**config.mk**
```make
export PLATFORM = sky130hd
export DESIGN_NAME = relay_register_file_flat
export DESIGN_NICKNAME = d
export VERILOG_FILES = /design/src/rtl/relay_regs_pkg.sv /design/src/rtl/relay_register_file_if.sv /design/src/rtl/relay_bus_merge.sv /design/src/rtl/relay_register_file.sv /design/src/flat_wrapper.sv
export SDC_FILE = /design/constraint.sdc
export NUM_CORES = 1
export LEC_CHECK = 0
export ABC_AREA = 1
export BUFFER_PORTS_ARGS = -buffer_cell sky130_fd_sc_hd__buf_2
export CAP_MARGIN = 10
export CORE_AREA = 5 5 122 124
export CTS_CLUSTER_DIAMETER = 150
export DETAILED_ROUTE_END_ITERATION = 8
export DIE_AREA = 0 0 127 129
export PLACE_DENSITY = 0.76
export RECOVER_POWER = 25
export SLEW_MARGIN = 20
export SYNTH_ARGS = -nofsm -noshare
export SYNTH_HDL_FRONTEND = slang
export SYNTH_SLANG_ARGS = --single-unit
```
**constraint.sdc**
```tcl
create_clock -name clk -period 5.35 [get_ports clk]
set_input_delay 0.535 -clock clk [delete_from_list [all_inputs] [get_ports clk]]
set_output_delay 0.535 -clock clk [all_outputs]
set_load 0.01 [all_outputs]
```
**src/rtl/relay_regs_pkg.sv**
```systemverilog
// Shared constants and types for the relay CPU register file: fixed register
// indices, address-pair selector and increment sequencer states.
package relay_regs_pkg;

    localparam int REG_A  = 0;
    localparam int REG_B  = 1;
    localparam int REG_C  = 2;
    localparam int REG_D  = 3;
    localparam int REG_M1 = 4;
    localparam int REG_M2 = 5;
    localparam int REG_X  = 6;
    localparam int REG_Y  = 7;

    typedef enum logic {
        PAIR_XY = 1'b0,
        PAIR_M  = 1'b1
    } pairE;

    typedef enum logic [1:0] {
        IDLE    = 2'd0,
        CAPTURE = 2'd1,
        WRITE   = 2'd2
    } incStateE;

endpackage

```
**src/rtl/relay_register_file_if.sv**
```systemverilog
// Sequencer-side bundle of the register file: data/address bus loads and
// drives, pair increment handshake and status flags.
interface relay_register_file_if #(
    parameter int DATA_W   = 8,
    parameter int NUM_REGS = 8,
    parameter int ADDR_W   = 16
);
    logic [NUM_REGS-1:0] ld;
    logic [NUM_REGS-1:0] sel;
    logic [DATA_W-1:0]   data_in;
    logic [DATA_W-1:0]   data_out;
    logic                ld_m;
    logic                ld_xy;
    logic                sel_m;
    logic                sel_xy;
    logic [ADDR_W-1:0]   addr_in;
    logic [ADDR_W-1:0]   addr_out;
    logic                inc_req;
    logic                inc_sel;
    logic                inc_busy;
    logic                inc_done;
    logic                inc_carry;
    logic                conflict;
    logic                err;
    logic                err_clr;

    modport master (
        output ld, sel, data_in, ld_m, ld_xy, sel_m, sel_xy, addr_in,
               inc_req, inc_sel, err_clr,
        input  data_out, addr_out, inc_busy, inc_done, inc_carry, conflict, err
    );

    modport slave (
        input  ld, sel, data_in, ld_m, ld_xy, sel_m, sel_xy, addr_in,
               inc_req, inc_sel, err_clr,
        output data_out, addr_out, inc_busy, inc_done, inc_carry, conflict, err
    );

endinterface

```
**src/rtl/relay_bus_merge.sv**
```systemverilog
// Merges N selectable sources onto one W-bit bus, either wired-OR or with
// multi-select detection that blanks the bus.
module relay_bus_merge #(
    parameter int W        = 8,
    parameter int N        = 8,
    parameter int WIRED_OR = 1
) (
    input  logic [N-1:0][W-1:0] src,
    input  logic [N-1:0]        sel,
    output logic [W-1:0]        busOut,
    output logic                conflict
);

    logic [W-1:0] orBus;
    logic         multiSel;

    // Clearing the lowest set bit leaves something only if two or more are set
    assign multiSel = |(sel & (sel - N'(1)));

    // Wired-OR of every selected source
    always_comb begin
        orBus = '0;
        for (int i = 0; i < N; i++) begin
            orBus = orBus | (src[i] & {W{sel[i]}});
        end
    end

    // Conflict resolution in strict mode
    always_comb begin
        if ((WIRED_OR == 0) && multiSel) begin
            busOut   = '0;
            conflict = 1'b1;
        end else begin
            busOut   = orBus;
            conflict = 1'b0;
        end
    end

endmodule

```
**src/rtl/relay_register_file.sv**
```systemverilog
// Data/address register unit of the relay CPU: byte registers, M and XY
// address pairs, registered bus drives and a two-step pair incrementer.
module relay_register_file
    import relay_regs_pkg::*;
#(
    parameter int DATA_W   = 8,
    parameter int NUM_REGS = 8,
    parameter int ADDR_W   = 16,
    parameter int WIRED_OR = 1
) (
    input  logic clk,
    input  logic rst,
    relay_register_file_if.slave bus
);

    logic [DATA_W-1:0]                 regFile [NUM_REGS];
    logic [DATA_W-1:0]                 wrData  [NUM_REGS];
    logic [NUM_REGS-1:0]               wrEn;
    logic [NUM_REGS-1:0][DATA_W-1:0]   dataSrc;
    logic [1:0][ADDR_W-1:0]            addrSrc;
    logic [1:0]                        addrSel;
    logic [DATA_W-1:0]                 dataMerged;
    logic [ADDR_W-1:0]                 addrMerged;
    logic                              dataConflict;
    logic                              addrConflict;

    incStateE          state;
    incStateE          stateNext;
    pairE              incPairR;
    logic [ADDR_W-1:0] incTmpR;
    logic              incCarryTmpR;

    logic [ADDR_W-1:0] pairXy;
    logic [ADDR_W-1:0] pairM;
    logic [ADDR_W-1:0] targetVal;
    logic [ADDR_W-1:0] reqVal;
    logic              busy;
    logic              blockM;
    logic              blockXy;
    logic              wbM;
    logic              wbXy;
    logic              errSet;

    logic [DATA_W-1:0] dataOutR;
    logic [ADDR_W-1:0] addrOutR;
    logic              incBusyR;
    logic              incDoneR;
    logic              incCarryR;
    logic              conflictR;
    logic              errR;

    assign pairXy    = {regFile[REG_X], regFile[REG_Y]};
    assign pairM     = {regFile[REG_M1], regFile[REG_M2]};
    assign targetVal = (incPairR == PAIR_M) ? pairM : pairXy;
    assign reqVal    = bus.inc_sel ? pairM : pairXy;
    assign busy      = (state != IDLE);
    assign blockM    = busy && (incPairR == PAIR_M);
    assign blockXy   = busy && (incPairR == PAIR_XY);
    assign wbM       = (state == WRITE) && (incPairR == PAIR_M);
    assign wbXy      = (state == WRITE) && (incPairR == PAIR_XY);

    // Write steering: byte load < pair load < busy block < increment writeback
    always_comb begin
        for (int i = 0; i < NUM_REGS; i++) begin
            wrEn[i]   = bus.ld[i];
            wrData[i] = bus.data_in;
        end
        wrEn[REG_M1]   = bus.ld[REG_M1] | bus.ld_m;
        wrEn[REG_M2]   = bus.ld[REG_M2] | bus.ld_m;
        wrEn[REG_X]    = bus.ld[REG_X]  | bus.ld_xy;
        wrEn[REG_Y]    = bus.ld[REG_Y]  | bus.ld_xy;
        wrData[REG_M1] = bus.ld_m  ? bus.addr_in[ADDR_W-1:DATA_W] : bus.data_in;
        wrData[REG_M2] = bus.ld_m  ? bus.addr_in[DATA_W-1:0]      : bus.data_in;
        wrData[REG_X]  = bus.ld_xy ? bus.addr_in[ADDR_W-1:DATA_W] : bus.data_in;
        wrData[REG_Y]  = bus.ld_xy ? bus.addr_in[DATA_W-1:0]      : bus.data_in;

        errSet = (blockM  && (wrEn[REG_M1] || wrEn[REG_M2])) ||
                 (blockXy && (wrEn[REG_X]  || wrEn[REG_Y]));

        wrEn[REG_M1] = (wrEn[REG_M1] & ~blockM)  | wbM;
        wrEn[REG_M2] = (wrEn[REG_M2] & ~blockM)  | wbM;
        wrEn[REG_X]  = (wrEn[REG_X]  & ~blockXy) | wbXy;
        wrEn[REG_Y]  = (wrEn[REG_Y]  & ~blockXy) | wbXy;
        wrData[REG_M1] = wbM  ? incTmpR[ADDR_W-1:DATA_W] : wrData[REG_M1];
        wrData[REG_M2] = wbM  ? incTmpR[DATA_W-1:0]      : wrData[REG_M2];
        wrData[REG_X]  = wbXy ? incTmpR[ADDR_W-1:DATA_W] : wrData[REG_X];
        wrData[REG_Y]  = wbXy ? incTmpR[DATA_W-1:0]      : wrData[REG_Y];
    end

    // Register array
    always_ff @(posedge clk or posedge rst) begin
        if (rst) begin
            for (int i = 0; i < NUM_REGS; i++) begin
                regFile[i] <= '0;
            end
        end else begin
            for (int i = 0; i < NUM_REGS; i++) begin
                if (wrEn[i]) begin
                    regFile[i] <= wrData[i];
                end
            end
        end
    end

    // Bus sources; during CAPTURE the address bus is owned by the incrementer
    always_comb begin
        for (int i = 0; i < NUM_REGS; i++) begin
            dataSrc[i] = regFile[i];
        end
        addrSrc = {pairM, pairXy};
        addrSel = (state == CAPTURE) ? 2'b00 : {bus.sel_m, bus.sel_xy};
    end

    relay_bus_merge #(.W(DATA_W), .N(NUM_REGS), .WIRED_OR(WIRED_OR)) uDataMerge (
        .src      (dataSrc),
        .sel      (bus.sel),
        .busOut   (dataMerged),
        .conflict (dataConflict)
    );

    relay_bus_merge #(.W(ADDR_W), .N(2), .WIRED_OR(WIRED_OR)) uAddrMerge (
        .src      (addrSrc),
        .sel      (addrSel),
        .busOut   (addrMerged),
        .conflict (addrConflict)
    );

    // Increment sequencer next state
    always_comb begin
        stateNext = state;
        case (state)
            IDLE:    stateNext = bus.inc_req ? CAPTURE : IDLE;
            CAPTURE: stateNext = WRITE;
            WRITE:   stateNext = IDLE;
            default: stateNext = IDLE;
        endcase
    end

    // Increment sequencer state, operand capture and handshake flags
    always_ff @(posedge clk or posedge rst) begin
        if (rst) begin
            state        <= IDLE;
            incPairR     <= PAIR_XY;
            incTmpR      <= '0;
            incCarryTmpR <= 1'b0;
            incBusyR     <= 1'b0;
            incDoneR     <= 1'b0;
            incCarryR    <= 1'b0;
        end else begin
            state    <= stateNext;
            incBusyR <= (stateNext != IDLE);
            incDoneR <= (state == WRITE);
            if ((state == IDLE) && bus.inc_req) begin
                incPairR                <= pairE'(bus.inc_sel);
                {incCarryTmpR, incTmpR} <= {1'b0, reqVal} + (ADDR_W + 1)'(1);
            end
            if (state == WRITE) begin
                incCarryR <= incCarryTmpR;
            end
        end
    end

    // Registered bus drives and status flags
    always_ff @(posedge clk or posedge rst) begin
        if (rst) begin
            dataOutR  <= '0;
            addrOutR  <= '0;
            conflictR <= 1'b0;
            errR      <= 1'b0;
        end else begin
            dataOutR  <= dataMerged;
            addrOutR  <= (state == CAPTURE) ? targetVal : addrMerged;
            conflictR <= dataConflict | addrConflict;
            errR      <= errSet | (errR & ~bus.err_clr);
        end
    end

    assign bus.data_out  = dataOutR;
    assign bus.addr_out  = addrOutR;
    assign bus.inc_busy  = incBusyR;
    assign bus.inc_done  = incDoneR;
    assign bus.inc_carry = incCarryR;
    assign bus.conflict  = conflictR;
    assign bus.err       = errR;

endmodule
```
**src/flat_wrapper.sv**
```systemverilog
// flat-port wrapper written by rule: the top's interface ports become plain ports
module relay_register_file_flat import relay_regs_pkg::*;
#(
    parameter int DATA_W   = 8,
    parameter int NUM_REGS = 8,
    parameter int ADDR_W   = 16,
    parameter int WIRED_OR = 1
)
  (clk, rst, bus_ld, bus_sel, bus_data_in, bus_ld_m, bus_ld_xy, bus_sel_m, bus_sel_xy, bus_addr_in, bus_inc_req, bus_inc_sel, bus_err_clr, bus_data_out, bus_addr_out, bus_inc_busy, bus_inc_done, bus_inc_carry, bus_conflict, bus_err);
  relay_register_file_if #(.DATA_W(DATA_W), .NUM_REGS(NUM_REGS), .ADDR_W(ADDR_W)) bus_i ();
  input  logic clk;
  input  logic rst;
  input wire logic [$bits(bus_i.ld)-1:0] bus_ld;
  input wire logic [$bits(bus_i.sel)-1:0] bus_sel;
  input wire logic [$bits(bus_i.data_in)-1:0] bus_data_in;
  input wire logic [$bits(bus_i.ld_m)-1:0] bus_ld_m;
  input wire logic [$bits(bus_i.ld_xy)-1:0] bus_ld_xy;
  input wire logic [$bits(bus_i.sel_m)-1:0] bus_sel_m;
  input wire logic [$bits(bus_i.sel_xy)-1:0] bus_sel_xy;
  input wire logic [$bits(bus_i.addr_in)-1:0] bus_addr_in;
  input wire logic [$bits(bus_i.inc_req)-1:0] bus_inc_req;
  input wire logic [$bits(bus_i.inc_sel)-1:0] bus_inc_sel;
  input wire logic [$bits(bus_i.err_clr)-1:0] bus_err_clr;
  output wire logic [$bits(bus_i.data_out)-1:0] bus_data_out;
  output wire logic [$bits(bus_i.addr_out)-1:0] bus_addr_out;
  output wire logic [$bits(bus_i.inc_busy)-1:0] bus_inc_busy;
  output wire logic [$bits(bus_i.inc_done)-1:0] bus_inc_done;
  output wire logic [$bits(bus_i.inc_carry)-1:0] bus_inc_carry;
  output wire logic [$bits(bus_i.conflict)-1:0] bus_conflict;
  output wire logic [$bits(bus_i.err)-1:0] bus_err;
  assign bus_i.ld = bus_ld;
  assign bus_i.sel = bus_sel;
  assign bus_i.data_in = bus_data_in;
  assign bus_i.ld_m = bus_ld_m;
  assign bus_i.ld_xy = bus_ld_xy;
  assign bus_i.sel_m = bus_sel_m;
  assign bus_i.sel_xy = bus_sel_xy;
  assign bus_i.addr_in = bus_addr_in;
  assign bus_i.inc_req = bus_inc_req;
  assign bus_i.inc_sel = bus_inc_sel;
  assign bus_i.err_clr = bus_err_clr;
  assign bus_data_out = bus_i.data_out;
  assign bus_addr_out = bus_i.addr_out;
  assign bus_inc_busy = bus_i.inc_busy;
  assign bus_inc_done = bus_i.inc_done;
  assign bus_inc_carry = bus_i.inc_carry;
  assign bus_conflict = bus_i.conflict;
  assign bus_err = bus_i.err;
  relay_register_file #(.DATA_W(DATA_W), .NUM_REGS(NUM_REGS), .ADDR_W(ADDR_W), .WIRED_OR(WIRED_OR)) u_core (.clk(clk), .rst(rst), .bus(bus_i));
endmodule
```
==> results of run 1 <==
-- state kept, by name, indices dropped and copies added, names as in the netlist --
name,cells
u_core.state,2
u_core.dataSrc,32
u_core.bus.addr_out,16
u_core.bus.inc_carry,1
u_core.incPairR,1
u_core.bus.data_out,8
u_core.bus.err,1
u_core.incCarryTmpR,1
u_core.bus.inc_busy,1
u_core.incTmpR,16
u_core.bus.inc_done,1
u_core.addrSrc,32
-- metrics by stage --
stage | setup slack, ns | util, %
4_1_cts | 3.01 | 49.5
5_1_grt | 2.09 | 49.4
2_1_floorplan | 1.86 | -
3_5_place_dp | 2.95 | 47.4
6_report | 2.70 | 49.4
3_3_place_gp | 3.01 | 47.4
-- metal layers --
metal,track usage [%],share of wire [%]
met1,33.9,43
met2,35.6,45
met5,0,0
met3,4.73,9.0
met4,10.5,3.0
-- layout make-up --
class                           count  area share (%)
Tap cell                          180            3.34
Timing Repair Buffer               78            5.79
Sequential cell                   112            41.5
Inverter                           88            5.10
Multi-Input combinational cell    504            40.0
Clock inverter                      7           0.853
Clock buffer                        9            3.34
-- report_power, final --
part	leakage, nW	switching (mW)	internal (mW)
Clock	0.128	0.334	0.321
Combinational	1.79	0.622	0.295
Sequential	1.31	0.154	1.06
-- worst register-to-register path, delay by kind of cell, from the launching register on --
| family | cells | cell delay [ns] |
|---|---|---|
| buffers and inverters | 1 | 0.07 |
| DFF | 1 | 0.39 |
| AOI/OAI and AO/OA | 1 | 0.41 |
| and+or+nand+nor | 2 | 1.43 |
-- worst max-delay path by stage --
stage / end / slack, ns
after floorplan: u_core.addrSrc[0] / 1.86
after global placement: u_core.incTmpR[10] / 3.01
after detailed placement: u_core.incTmpR[10] / 2.95
after CTS: u_core.bus.addr_out[3] / 3.01
after global routing: u_core.dataSrc[24] / 2.09
final: u_core.dataSrc[16] / 2.70
-- logic make-up after synthesis --
logic type	synth area share, %
AO/OA/AOI/OAI	19.2
adder cells (fa/ha/maj)	0.207
other	0.0621
multiplexers	3.54
XOR/XNOR	0.435
AND/OR/NAND/NOR	21.4
flip-flops	46.4
buffers and inverters	8.78
-- cells in the final DEF (no fill, tap or decap), drive strengths merged, types with 3 or more instances in the layout --
cell type,synthesis,final
dfrtp,112,112
nand2,188,188
o2111ai,5,5
o221ai,17,17
a221oi,16,16
o22ai,10,10
o211ai,11,11
inv,88,88
nor3,14,14
nor2,73,73
clkbuf,11,13
o21ai,84,84
clkinv,0,3
buf,20,74
a211oi,15,15
mux2,19,19
a21oi,20,20
clkinvlp,0,4
nand3,23,23
xor2,3,3
==> metrics, run 1 <==
status=finished with violations; violated checks=capacitance limit, slew limit; Async SR Flop Fraction=100%; Die X=between 100 and 150 um; hold path start=bus_err_clr; CTS Buf Count=9; crit path capture type=async pin; WL final=a little under 20000 um; placed wire-length estimate=~14000 um; fin crit share=49.6%; Total GRT Usage=between 20% and 30%; Slowest cell on crit path=clkinvlp_2; largest cells by area after synthesis=dfrtp_1, nand2_1, o21ai_0, inv_1, nor2_1; Seq cells post-synth=~110; Initial DRC Count=806; worst stage delay on the critical path=1.70 ns; Fin. Hold Viols=0; RSZ-0062 raised after global routing=no; startpoint types=input pin; Std-Cell Rows=43; PD cells=between 400 and 500 nW/um^2; slew margin rel.=-105%; Hold Path Class=in -> reg; Post-CTS Setup Inserts=0; vias=5613; actual slew at the worst max-slew pin=slightly above 3 ns; via/cell ratio=roughly 5.7; Layout fillers=1384; share of the synthesized area in the top cell type=between 40% and 50%; post-route cell area=6750 sq um; Cell Count, Final, Fillers Out=978; Antenna Cells=0; CTS Hold Bufs=0; Final Setup Violations=0; Power, Total=between 2 and 3 mW; number of cells on the worst reg-to-reg path=4; prevailing post-synth register cell=dfrtp_1; CTS sink cnt=approximately 110; first-pass GRT wire length=29900 um; Yosys cell types=39; Initial Utilization=~44%; DRC errors left=0; FF+latch area=2800 sq um; core outline area=13700 sq um; RR Endpoint=u_core.bus.addr_out[3]; Leakage Power=between 3 and 4 nW; Commonest cells post-synth=nand2_1, dfrtp_1, inv_1; Post-synth EDFFs=0; H-tree depth=3; Skew-Pair Late Insertion Delay=between 0.3 and 0.4 ns; critical path depth=3; Wirelength per Cell=around 20 um; fin crit period=2.65 ns; max_cap viols=1; Cell Chain, Critical Path=buf_2, clkinvlp_2, buf_4; CTS clk-pin slew, worst paths=0.07 ns; routability cong.=0.967; setup TNS=0 ns; Worst EP required=~5.8 ns; reg-to-reg startpoint=u_core.state[1]; CTS tree=yes; area grow syn2layout=11.7%; crit path max fanout=between 60 and 70; Worst Hold Depth=2; remaining antenna violation count=0; Post-Syn Instances=735; synthesized area=slightly above 6000 sq um; Arrival @ worst endpoint=about 3.1 ns; count leader, synth=nand2_1; Clock Path Buffers=2; biggest area consumer among synthesized cells=dfrtp_1; CTS Root Cell=clkbuf_16; family with the most delay on the worst path=buffers and inverters; Port Buffers=76; synth warn=0; Die ar.=between 15000 and 20000 sq um; worst path bufs/invs=3; CP Class=in -> async; worst reg2reg setup slack=2.95 ns; max-slew violations=68; clk_skew=about 0.0049 ns; die span in y=approximately 130 um; layout cells sized above 1=between 10% and 20%; pin count of the biggest net entering global routing=between 60 and 70; FMAX=between 300 and 400 MHz; Post-Syn Area per Cell=between 8 and 9 sq um; vias in the first global route=5285; Worst Hold End=u_core.bus.err; initial antenna violation count=0; placement-stage cell area=6480 sq um; nets@finish=843; worst hold margin=about 0.37 ns; area of the multi-input gates=~2700 sq um; post-CTS resize count=0; Placed Cells=962; count of boundary I/O pins=78; First-pass DRT Iterations=6; sequential share of the synthesized area=between 40% and 50%; Overflow after GRT=0; critical path launch point=rst; Synth Net Count=approximately 790; Peak VDD IR=0.000158 V
No activity file was read; power rests on OpenSTA's default activity.
==> inputs of run 2 (changes only) <==
--- a/config.mk
+++ b/config.mk
@@ -12,7 +12,7 @@
 export CTS_CLUSTER_DIAMETER = 150
 export DETAILED_ROUTE_END_ITERATION = 8
 export DIE_AREA = 0 0 127 129
-export PLACE_DENSITY = 0.76
+export PLACE_DENSITY = 0.79
 export RECOVER_POWER = 25
 export SLEW_MARGIN = 20
 export SYNTH_ARGS = -nofsm -noshare
==> constraint.sdc (replaced) <==
create_clock -name clk -period 2.4 [get_ports clk]
set_input_delay 0.24 -clock clk [delete_from_list [all_inputs] [get_ports clk]]
set_output_delay 0.24 -clock clk [all_outputs]
set_load 0.01 [all_outputs]
==> metrics, run 2 (same netlist as run 1, synthesis figures left out) <==
status=finished with violations; violated checks=capacitance limit, slew limit; nets@finish=between 800 and 900; vias in the first global route=between 5000 and 6000; vias=5718; CTS clk-pin slew, worst paths=~0.080 ns; Port Buffers=between 70 and 80; met3 wire length=1840 um; routability cong.=1.03; cell internal pwr=between 3 and 4 mW; FMAX=roughly 560 MHz; die span in y=about 130 um; Arrival @ worst endpoint=around 2.1 ns; CTS Hold Bufs=0; clk_skew=0.0120 ns; reg-to-reg startpoint=u_core.addrSrc[0]; crit path max fanout=5; Clock power frac=23.9%; hold path start=bus_err_clr; post-CTS resize count=0; FF+latch area=2800 sq um; Total GRT Usage=24.0%; WL final=around 19000 um; area grow syn2layout=14.0%; placed wire-length estimate=around 14000 um; Cell Chain, Critical Path=inv_1, o21ai_2, ha_1, nand3_2, nor2_2, nand3_1, nand3_1, nand2_1; First-pass DRT Iterations=5; CTS Root Cell=clkbuf_16; commonest non-fill, non-tap cell in the layout=nand2_1; Antenna Cells=0; fin crit share=between 70% and 80%; worst stage delay on the critical path=0.39 ns; critical path launch point=u_core.addrSrc[0]; Peak VDD IR=between 0.0003 and 0.0004 V; worst reg2reg setup slack=between 0.6 and 0.7 ns; CTS sink cnt=112; DRC errors left=0; max-slew violations=32; placement-stage cell area=6600 sq um; Layout fillers=~1300; dpl ws=0.596 ns; RSZ-0062 raised after global routing=no; worst hold margin=between 0.05 and 0.06 ns; Wirelength per Cell=19.4 um; Worst Hold Depth=2; remaining antenna violation count=0; Std-Cell Rows=43; crit path capture type=register; post-layout util=roughly half; post-route cell area=approximately 6900 sq um; Cell Count, Final, Fillers Out=approximately 990; most frequent cells in the layout=nand2_1, dfrtp_1, inv_1, o21ai_0, buf_2; H-tree depth=3; switching part of the total power=roughly two fifths; setup TNS=0 ns; Comb power frac=33.0%; layout cells sized above 1=20.0%; RR Endpoint=u_core.incTmpR[12]; fin crit period=between 1.5 and 2 ns; Final Setup Violations=0; PD cells=approximately 900 nW/um^2; Overflow after GRT=0; core outline area=~14000 sq um; slew margin rel.=-15.3%; WL met1=~8000 um; Die ar.=~16000 sq um; CTS tree=yes; Initial Utilization=44.2%; pin count of the biggest net entering global routing=35; number of cells on the worst reg-to-reg path=8; Leakage Power=3.33 nW; Skew-Pair Late Insertion Delay=between 0.3 and 0.4 ns; register share of total power=43.1%; Worst Hold End=u_core.bus.err; count of boundary I/O pins=78; actual slew at the worst max-slew pin=roughly 1.7 ns; Hold Path Class=in -> reg; Power, Total=approximately 6.3 mW; Initial DRC Count=roughly 990; Worst EP required=approximately 2.7 ns; Die X=approximately 130 um; max_cap viols=1; Placed Cells=973; Post-CTS Setup Inserts=0; initial antenna violation count=0; CTS Buf Count=9; met2 WL=between 8000 and 9000 um; Top cell by count, worst path=nand3_1; startpoint types=register; Clock Path Buffers=2; Fin. Hold Viols=0; first-pass GRT wire length=approximately 30000 um; CP Class=reg -> reg; Psw=~2.5 mW; Slowest cell on crit path=dfrtp_1; via/cell ratio=between 5 and 6; area of the multi-input gates=between 2000 and 3000 sq um; highest metal used=met4; fin worst setup slack=0.606 ns
run 2: final cells by class:
cell class | count | share of cell area, %
clock buffers | 9 | 3.27
clock inverters | 7 | 0.999
inverters | 88 | 4.99
multi-input cells | 504 | 39.3
flip-flops and latches | 112 | 40.7
well taps | 180 | 3.27
repair buffers | 89 | 7.48
run 2: per-layer routing:
layer  global-route usage (%)  vias up
met5                        0        -
met4                     9.46        0
met3                     5.11       48
met2                     36.7      343
met1                     33.6     2717
li1                         -     2610
run 2: how the worst max path moves through the flow:
stage                     slack (ns)  cells past startpoint                 end
after floorplan                 0.80                      1   u_core.addrSrc[0]
after global placement          0.65                     11  u_core.incTmpR[14]
after detailed placement        0.60                     11  u_core.incTmpR[14]
after CTS                       0.65                      5   u_core.addrSrc[9]
after global routing            0.53                      9  u_core.incTmpR[12]
final                           0.61                      8  u_core.incTmpR[12]
run 2: worst max-delay path: cells and delay by family, from the launching register on:
kind	cells	cell delay (ns)
and+or+nand+nor	5	0.68
DFF	1	0.39
adders and majority gates	1	0.27
AOI/OAI and AO/OA	1	0.23
buffers and inverters	1	0.11
run 2: power by group through the flow:
stage | registers, mW | logic, mW | clock network (mW)
floorplan | 2.68 | 1.32 | 0
global placement | 2.75 | 2.01 | 0
detailed placement | 2.74 | 2.05 | 0
CTS | 2.71 | 2.06 | 1.54
global route | 2.77 | 2.30 | 1.61
finish | 2.73 | 2.09 | 1.52
